## src/rtl/bit_packer16_if.sv

```systemverilog
// Handshake bundle for the serial-to-parallel packer: bit stream in, word stream out.
// Both sides use valid/ready: a transfer happens at a rising edge where valid && ready are both high.
interface bit_packer16_if #(
  parameter int WIDTH = 16
);
  logic             bit_in;
  logic             bit_valid;
  logic             bit_ready;
  logic [WIDTH-1:0] word_out;
  logic             word_valid;
  logic             word_ready;

  modport master (
    output bit_in, bit_valid, word_ready,
    input  bit_ready, word_out, word_valid
  );

  modport slave (
    input  bit_in, bit_valid, word_ready,
    output bit_ready, word_out, word_valid
  );
endinterface

```

## src/rtl/bit_packer16.sv

```systemverilog
// Collects WIDTH accepted serial bits into one word.
// Sustains one bit per cycle with no bubble between consecutive words.
module bit_packer16 #(
  parameter int WIDTH     = 16,
  parameter bit LSB_FIRST = 1'b1,
  localparam int CW       = $clog2(WIDTH)
) (
  input  logic          clk,
  input  logic          rst,
  input  logic          clear,
  bit_packer16_if.slave bus,
  output logic [CW-1:0] bit_count,
  output logic          dbg_state
);
  typedef enum logic {FILL, LAST} state_t;

  state_t           state_q;
  logic [CW-1:0]    count_q;
  logic [WIDTH-1:0] acc_q;
  logic [WIDTH-1:0] acc_d;
  logic [WIDTH-1:0] word_q;
  logic             word_valid_q;
  logic [CW-1:0]    pos;
  logic             at_last;
  logic             slot_free;
  logic             bit_ready;
  logic             accept;

  assign at_last   = (count_q == CW'(WIDTH - 1));
  assign slot_free = !word_valid_q || bus.word_ready;
  // Only the completing bit waits for the output slot; earlier bits keep flowing.
  assign bit_ready = !rst && !clear && !(at_last && !slot_free);
  assign accept    = bus.bit_valid && bit_ready;
  assign pos       = LSB_FIRST ? count_q : (CW'(WIDTH - 1) - count_q);

  always_comb begin
    acc_d      = acc_q;
    acc_d[pos] = bus.bit_in;
  end

  always_ff @(posedge clk) begin
    if (rst) begin
      state_q      <= FILL;
      count_q      <= '0;
      acc_q        <= '0;
      word_q       <= '0;
      word_valid_q <= 1'b0;
    end else begin
      if (word_valid_q && bus.word_ready) begin
        word_valid_q <= 1'b0;
      end
      if (clear) begin
        state_q <= FILL;
        count_q <= '0;
        acc_q   <= '0;
      end else if (accept) begin
        if (at_last) begin
          word_q       <= acc_d;
          word_valid_q <= 1'b1;
          count_q      <= '0;
          acc_q        <= '0;
          state_q      <= FILL;
        end else begin
          acc_q   <= acc_d;
          count_q <= count_q + CW'(1);
          state_q <= (count_q == CW'(WIDTH - 2)) ? LAST : FILL;
        end
      end
    end
  end

  assign bus.bit_ready  = bit_ready;
  assign bus.word_out   = word_q;
  assign bus.word_valid = word_valid_q;
  assign bit_count      = count_q;
  assign dbg_state      = (state_q == LAST);
endmodule

```

## src/flat_wrapper.sv

```systemverilog
// flat-port wrapper written by rule: the top's interface ports become plain ports
module bit_packer16_flat 
#(
  parameter int WIDTH     = 16,
  parameter bit LSB_FIRST = 1'b1,
  localparam int CW       = $clog2(WIDTH)
)
  (clk, rst, clear, bit_count, dbg_state, bus_bit_in, bus_bit_valid, bus_word_ready, bus_bit_ready, bus_word_out, bus_word_valid);
  bit_packer16_if #(.WIDTH(WIDTH)) bus_i ();
  input  logic clk;
  input  logic rst;
  input  logic clear;
  output logic [CW-1:0] bit_count;
  output logic dbg_state;
  input wire logic [$bits(bus_i.bit_in)-1:0] bus_bit_in;
  input wire logic [$bits(bus_i.bit_valid)-1:0] bus_bit_valid;
  input wire logic [$bits(bus_i.word_ready)-1:0] bus_word_ready;
  output wire logic [$bits(bus_i.bit_ready)-1:0] bus_bit_ready;
  output wire logic [$bits(bus_i.word_out)-1:0] bus_word_out;
  output wire logic [$bits(bus_i.word_valid)-1:0] bus_word_valid;
  assign bus_i.bit_in = bus_bit_in;
  assign bus_i.bit_valid = bus_bit_valid;
  assign bus_i.word_ready = bus_word_ready;
  assign bus_bit_ready = bus_i.bit_ready;
  assign bus_word_out = bus_i.word_out;
  assign bus_word_valid = bus_i.word_valid;
  bit_packer16 #(.WIDTH(WIDTH), .LSB_FIRST(LSB_FIRST)) u_core (.clk(clk), .rst(rst), .clear(clear), .bus(bus_i), .bit_count(bit_count), .dbg_state(dbg_state));
endmodule
```

## config.mk

```make
export PLATFORM = sky130hd
export DESIGN_NAME = bit_packer16_flat
export DESIGN_NICKNAME = d
export VERILOG_FILES = /design/src/rtl/bit_packer16_if.sv /design/src/rtl/bit_packer16.sv /design/src/flat_wrapper.sv
export SDC_FILE = /design/constraint.sdc
export NUM_CORES = 1
export LEC_CHECK = 0
export ABC_AREA = 1
export BUFFER_PORTS_ARGS = -buffer_cell sky130_fd_sc_hd__buf_2
export CAP_MARGIN = 20
export CORE_MARGIN = 2
export CORE_UTILIZATION = 30
export CTS_BUF_LIST = sky130_fd_sc_hd__clkbuf_4 sky130_fd_sc_hd__clkbuf_8
export DETAILED_ROUTE_END_ITERATION = 8
export HOLD_SLACK_MARGIN = 0.15
export PLACE_DENSITY = 0.46
export SKIP_LAST_GASP = 1
export SLEW_MARGIN = 20
export SYNTH_ARGS = -nofsm -noshare
export SYNTH_HDL_FRONTEND = slang
export SYNTH_SLANG_ARGS = --single-unit
```

## constraint.sdc

```tcl
create_clock -name clk -period 2.9 [get_ports clk]
set_input_delay 0.58 -clock clk [delete_from_list [all_inputs] [get_ports clk]]
set_output_delay 0.58 -clock clk [all_outputs]
set_load 0.01 [all_outputs]
```

==> results of run 1 <==
==> report_power, final <==
group	internal, mW	total [mW]	switching (mW)
clock network	0.290	0.472	0.182
registers	0.513	0.515	0.00254
logic	0.0152	0.0525	0.0373
total	0.818	1.04	0.222
==> worst max-delay path by stage <==
stage,startpoint,to
5_1_grt,u_core.bit_count[0],bus_bit_ready
4_1_cts,u_core.bit_count[1],bus_bit_ready
6_report,u_core.bit_count[1],bus_bit_ready
2_1_floorplan,u_core.bit_count[1],bus_bit_ready
3_5_place_dp,rst,u_core.acc_q[13]
3_3_place_gp,rst,u_core.acc_q[4]
==> registers in the layout (all words and copies together) (netlist names) <==
name / flops
u_core.acc_q: 15
u_core.bit_count: 4
u_core.bus.word_out: 16
u_core.dbg_state: 1
u_core.bus.word_valid: 1
==> per-stage QoR <==
stage,utilization,setup slack [ns]
finish,0.355,0.724
global route,0.355,0.580
CTS,0.355,0.698
detailed placement,0.334,0.821
global placement,0.334,0.859
floorplan,-,1.25
==> layer usage <==
layer | vias up | share of wire | track usage
met3 | 6 | 0.027 | 0.0297
met5 | - | 0 | 0
met2 | 20 | 0.49 | 0.248
met1 | 702 | 0.47 | 0.173
met4 | 0 | 0.013 | 0.0576
li1 | 864 | - | -
==> synth_stat cells (all sizes together) <==
| cell type | count |
|---|---|
| nand2 | 84 |
| dfxtp | 37 |
| o21ai | 32 |
| inv | 31 |
| nor2 | 24 |
| a21oi | 17 |
| nand3 | 12 |
| buf | 9 |
| and2 | 4 |
| ha | 4 |
| nand4 | 4 |
| clkbuf | 2 |
| nor3 | 1 |
==> kinds of logic after synthesis <==
kind of cell               count (synthesis)  synth area share
and+or+nand+nor                          129             0.314
AOI/OAI and AO/OA                         49             0.138
DFF                                       37             0.412
adders and majority gates                  4            0.0278
buffers and inverters                     42             0.108
==> area by class of cell <==
| class | count | area [um^2] |
|---|---|---|
| clock buffer | 7 | 90.1 |
| sequential | 37 | 741 |
| fill | 645 | 3770 |
| tap | 75 | 93.8 |
| timing repair buffer | 28 | 140 |
| inverter | 31 | 116 |
| clock inverter | 1 | 30.0 |
| multi-input combinational | 182 | 865 |
==> critical path, delay by kind of cell (launching register included) <==
kind | cells | cell delay, ns
AOI/OAI and AO/OA | 1 | 0.19
and+or+nand+nor | 1 | 0.13
buffers and inverters | 2 | 0.18
adders and majority gates | 1 | 0.37
DFF | 1 | 0.44
==> cell usage in the layout, fill, tap and decap left out <==
| cell | count |
|---|---|
| nand2_1 | 82 |
| dfxtp_1 | 37 |
| o21ai_0 | 31 |
| inv_1 | 29 |
| buf_2 | 28 |
| nor2_1 | 22 |
| a21oi_1 | 17 |
| nand3_1 | 11 |
| clkbuf_8 | 6 |
| and2_1 | 4 |
| ha_1 | 4 |
| nand4_1 | 3 |
| nor2_4 | 2 |
| inv_2 | 2 |
| o21ai_2 | 1 |
| nand2_4 | 1 |
| nand4_4 | 1 |
| nand2_2 | 1 |
| nand3_2 | 1 |
| nor3_1 | 1 |
| bufinv_16 | 1 |
| clkbuf_4 | 1 |
==> impl_metrics.csv, run 1 <==
group,metric,value,unit
grt,grt_use_total,0.143,
die,die_y,81.4,um
logic_synthesis,synth_seq_area_share,0.412,
die,row_count,28,
grt,grt_pass1_vias,1532,
clock_network,hold_buffers,0,
clock_network,post_cts_buffers,0,
die,ios,29,
worst_hold_path,hold_depth,2,
critical_path,worst-setup-path-type,"reg -> out",
logic_synthesis,synth.distinct_cells,22,
power,finalPower,1.04,mW
power,p_leak,0.936,nW
die,core-area,5850,um^2
clock_network,clk_pin_slew,0.07,ns
final_layout,drive_gt1_frac,0.157,
routing,drc,0,
logic_synthesis,syn_area,1800,um^2
run,cap_violations,0,
clock_network,cts_root_buf,"clkbuf_8",
sta,tns,0,ns
sta,fmax,0.460,GHz
power,p_per_area,501,nW/um^2
critical_path,startpoint_type,"register",
sta,min_period_over_period,0.750,
logic_synthesis,yosys.area.top_type_share,0.412,
critical_path,worstReg2RegEnd,"u_core.acc_q[3]",
routing,ant_nets,0,
logic_synthesis,ys_warn_count,0,
place,postPlaceCellArea,1960,um^2
place,placed_cells,353,
worst_hold_path,min_to,"u_core.bus.word_out[4]",
worst_hold_path,hold_class,"reg -> reg",
clock_network,cts_made_buffers,5,
sta,fin_skew,0.00474,ns
sta,slew_headroom,0.636,
logic_synthesis,synth_area_per_cell,6.89,um^2
clock_network,insertion_delay,0.28,ns
clock_network,cts_sinks,37,
sta,min_period,2.18,ns
final_layout,stdcell_count,361,
routing,avgViaCountPerCell,4.41,
sta,setup_viol,0,
outcome,status,"complete, no violations",
clock_network,cts.htree.levels,2,
routing,via_count,1592,
final_layout,antenna_cells,0,
die,dieArea,6630,um^2
place,dp_hpwl,3000,um
routing,first_pass_iters,4,
place,place_congestion,0.792,
worst_hold_path,worstHoldStart,"u_core.bus.word_out[4]",
logic_synthesis,netlist_instances,261,
sta,rsz0062_at_grt,"no",
routing,routed_wl,4140,um
sta,hold_slack,0.464,ns
grt,antenna_found_initial,0,
logic_synthesis,ys_ff_latch,37,
critical_path,reg2reg_depth,8,
critical_path,worstPathMaxFanout,7,
logic_synthesis,synth_area_leaders,"dfxtp_1 41%, nand2_1 17%, o21ai_0 8.6%",
critical_path,cp.required,2.32,ns
place,place.port_buffers,28,
sta,finalHoldViolCount,0,
critical_path,r2r_setup_slack,0.95,ns
critical_path,crit_slowest_cell,"dfxtp_1",
logic_synthesis,yosysTopAreaCell,"dfxtp_1",
grt,grt_overflow,0,
final_layout,postLayoutCellArea,2080,um^2
final_layout,syn_to_final_growth,15.4,%
routing,drt_iter0_markers,80,
critical_path,worst_ep_arrival_time,1.60,ns
sta,slew_violations,0,
die,die_w,81.4,um
critical_path,cp-end-kind,"output port",
clock_network,clockBufferDepth,2,
critical_path,crit_chain,"ha_1 -> nand3_1 -> o21ai_2 -> inv_1 -> buf_2",
grt,grt_pass1_wl,7260,um
critical_path,timing.rr.start,"u_core.bit_count[1]",
grt,grt_max_degree,32,
die,start_util,0.308,
clock_network,cts_tree,"yes",
clock_network,cts_resized,0,
final_layout,finalNetCount,295,
sta,worst_pin_slew,0.545,ns
routing,routedWlPerCell,11.5,um
critical_path,critical_path.max_stage_delay,0.44,ns
logic_synthesis,syn_nets,271,
power,ir_drop,201,uV
(Power assumes the default switching activity.)
==> run 2: changes to the inputs <==
==> constraint.sdc (replaced) <==
create_clock -name clk -period 2.1 [get_ports clk]
set_input_delay 0.42 -clock clk [delete_from_list [all_inputs] [get_ports clk]]
set_output_delay 0.42 -clock clk [all_outputs]
set_load 0.01 [all_outputs]
==> impl_metrics.csv, run 2 (same netlist as run 1, synthesis figures left out) <==
group,metric,value,unit
sta,setup_viol,0,
sta,slew_violations,0,
clock_network,clockBufferDepth,2,
critical_path,crit_chain,"ha_1 -> nand3_1 -> o21ai_2 -> inv_1 -> buf_2",
critical_path,cp-end-kind,"output port",
place,place_congestion,0.810,
clock_network,hold_buffers,0,
die,die_y,81.4,um
clock_network,post_cts_buffers,0,
routing,via_count,1654,
final_layout,fillCellCount,644,
grt,antenna_found_initial,0,
routing,routedWlPerCell,11.8,um
grt,grt_max_degree,26,
power,ir_drop,474,uV
sta,setup_ws,0.131,ns
sta,slew_headroom,0.662,
critical_path,startpoint_type,"register",
critical_path,worst-setup-path-type,"reg -> out",
final_layout,drive_gt1_frac,0.177,
critical_path,worst_ep_arrival_time,1.55,ns
power,p_per_area,674,nW/um^2
power,finalPower,1.44,mW
routing,first_pass_iters,4,
clock_network,insertion_delay,0.29,ns
run,cap_violations,0,
die,core-area,5850,um^2
worst_hold_path,hold_class,"reg -> reg",
final_layout,fin_util,0.366,
clock_network,cts_tree,"yes",
critical_path,critical_path.max_stage_delay,0.44,ns
outcome,status,"complete, no violations",
critical_path,cp.required,1.68,ns
final_layout,layout_commonest_cell,"nand2_1",
place,place.port_buffers,28,
clock_network,cts.htree.levels,2,
clock_network,cts_sinks,37,
place,dp_slack,0.338,ns
clock_network,cts_root_buf,"clkbuf_8",
die,die_w,81.4,um
grt,grt_use_total,0.146,
critical_path,reg2reg_depth,9,
clock_network,cts_made_buffers,5,
critical_path,r2r_setup_slack,0.32,ns
routing,drc,0,
sta,fin_skew,0.00687,ns
clock_network,cts_resized,0,
place,postPlaceCellArea,2020,um^2
sta,fmax,0.508,GHz
clock_network,clk_pin_slew,0.08,ns
sta,min_period,1.97,ns
worst_hold_path,hold_depth,2,
final_layout,largest_reg_flops,16,
die,row_count,28,
sta,tns,0,ns
sta,finalHoldViolCount,0,
routing,ant_nets,0,
grt,grt_overflow,0,
routing,avgViaCountPerCell,4.49,
die,ios,29,
final_layout,layout_common_cells,"82 x nand2_1, 37 x dfxtp_1, 31 x o21ai_0",
sta,min_period_over_period,0.938,
critical_path,crit_slowest_cell,"dfxtp_1",
routing,routed_wl,4340,um
power,p_leak,0.971,nW
grt,grt_pass1_vias,1540,
final_layout,syn_to_final_growth,19.0,%
routing,drt_iter0_markers,57,
grt,grt_pass1_wl,7300,um
critical_path,worstPathMaxFanout,7,
sta,rsz0062_at_grt,"no",
final_layout,antenna_cells,0,
sta,worst_pin_slew,0.506,ns
final_layout,finalNetCount,302,
die,dieArea,6630,um^2
place,dp_hpwl,3110,um
die,start_util,0.308,
final_layout,postLayoutCellArea,2140,um^2
run 2: cell types whose count changed in the layout (fill, tap and decap cells not counted):
cell,before,now
clkbuf_4,1,0
buf_12,0,1
buf_4,0,6
clkinvlp_4,0,1
run 2: critical path: cells and delay by family, from the launching register on:
family                   cells  cell delay [ns]
adder cells (fa/ha/maj)      1             0.35
flip-flops                   1             0.44
AND/OR/NAND/NOR              1             0.13
AO/OA/AOI/OAI                1             0.17
buffers and inverters        2             0.18
run 2: final timing paths:
| check | from | end |
|---|---|---|
| max reg2reg | u_core.bit_count[0] | u_core.acc_q[14] |
| min reg2reg | u_core.bus.word_out[1] | u_core.bus.word_out[1] |
| min | u_core.bus.word_out[1] | u_core.bus.word_out[1] |
| max | u_core.bit_count[0] | bus_bit_ready |
run 2: where the power goes:
part / internal (mW) / switching (mW)
sequential: 0.708 / 0.00331
clock: 0.386 / 0.265
combinational: 0.0263 / 0.0532
run 2: per-layer routing:
metal  vias up  part of all wire  GRT usage  wire (um)
met5         -                 0          0          0
met4         0            0.0058     0.0407         25
met3         5             0.034     0.0330        148
met2        32              0.50      0.259       2150
met1       738              0.46      0.176       2020
li1        879                 -          -          -
run 2: layout make-up:
class,instances,area [um^2],share of cell area
flip-flops and latches,37,741,0.346
repair buffers,35,205,0.0959
clock buffers,6,82.6,0.0386
multi-input cells,182,865,0.404
inverters,31,116,0.0544
well taps,75,93.8,0.0438
clock inverters,2,37.5,0.0175
run 2: stage by stage:
stage               cells  hold WS [ns]
finish                368         0.469
CTS                   368         0.471
detailed placement    360         0.457
floorplan             261         0.484
global route          368         0.478
global placement      360         0.453
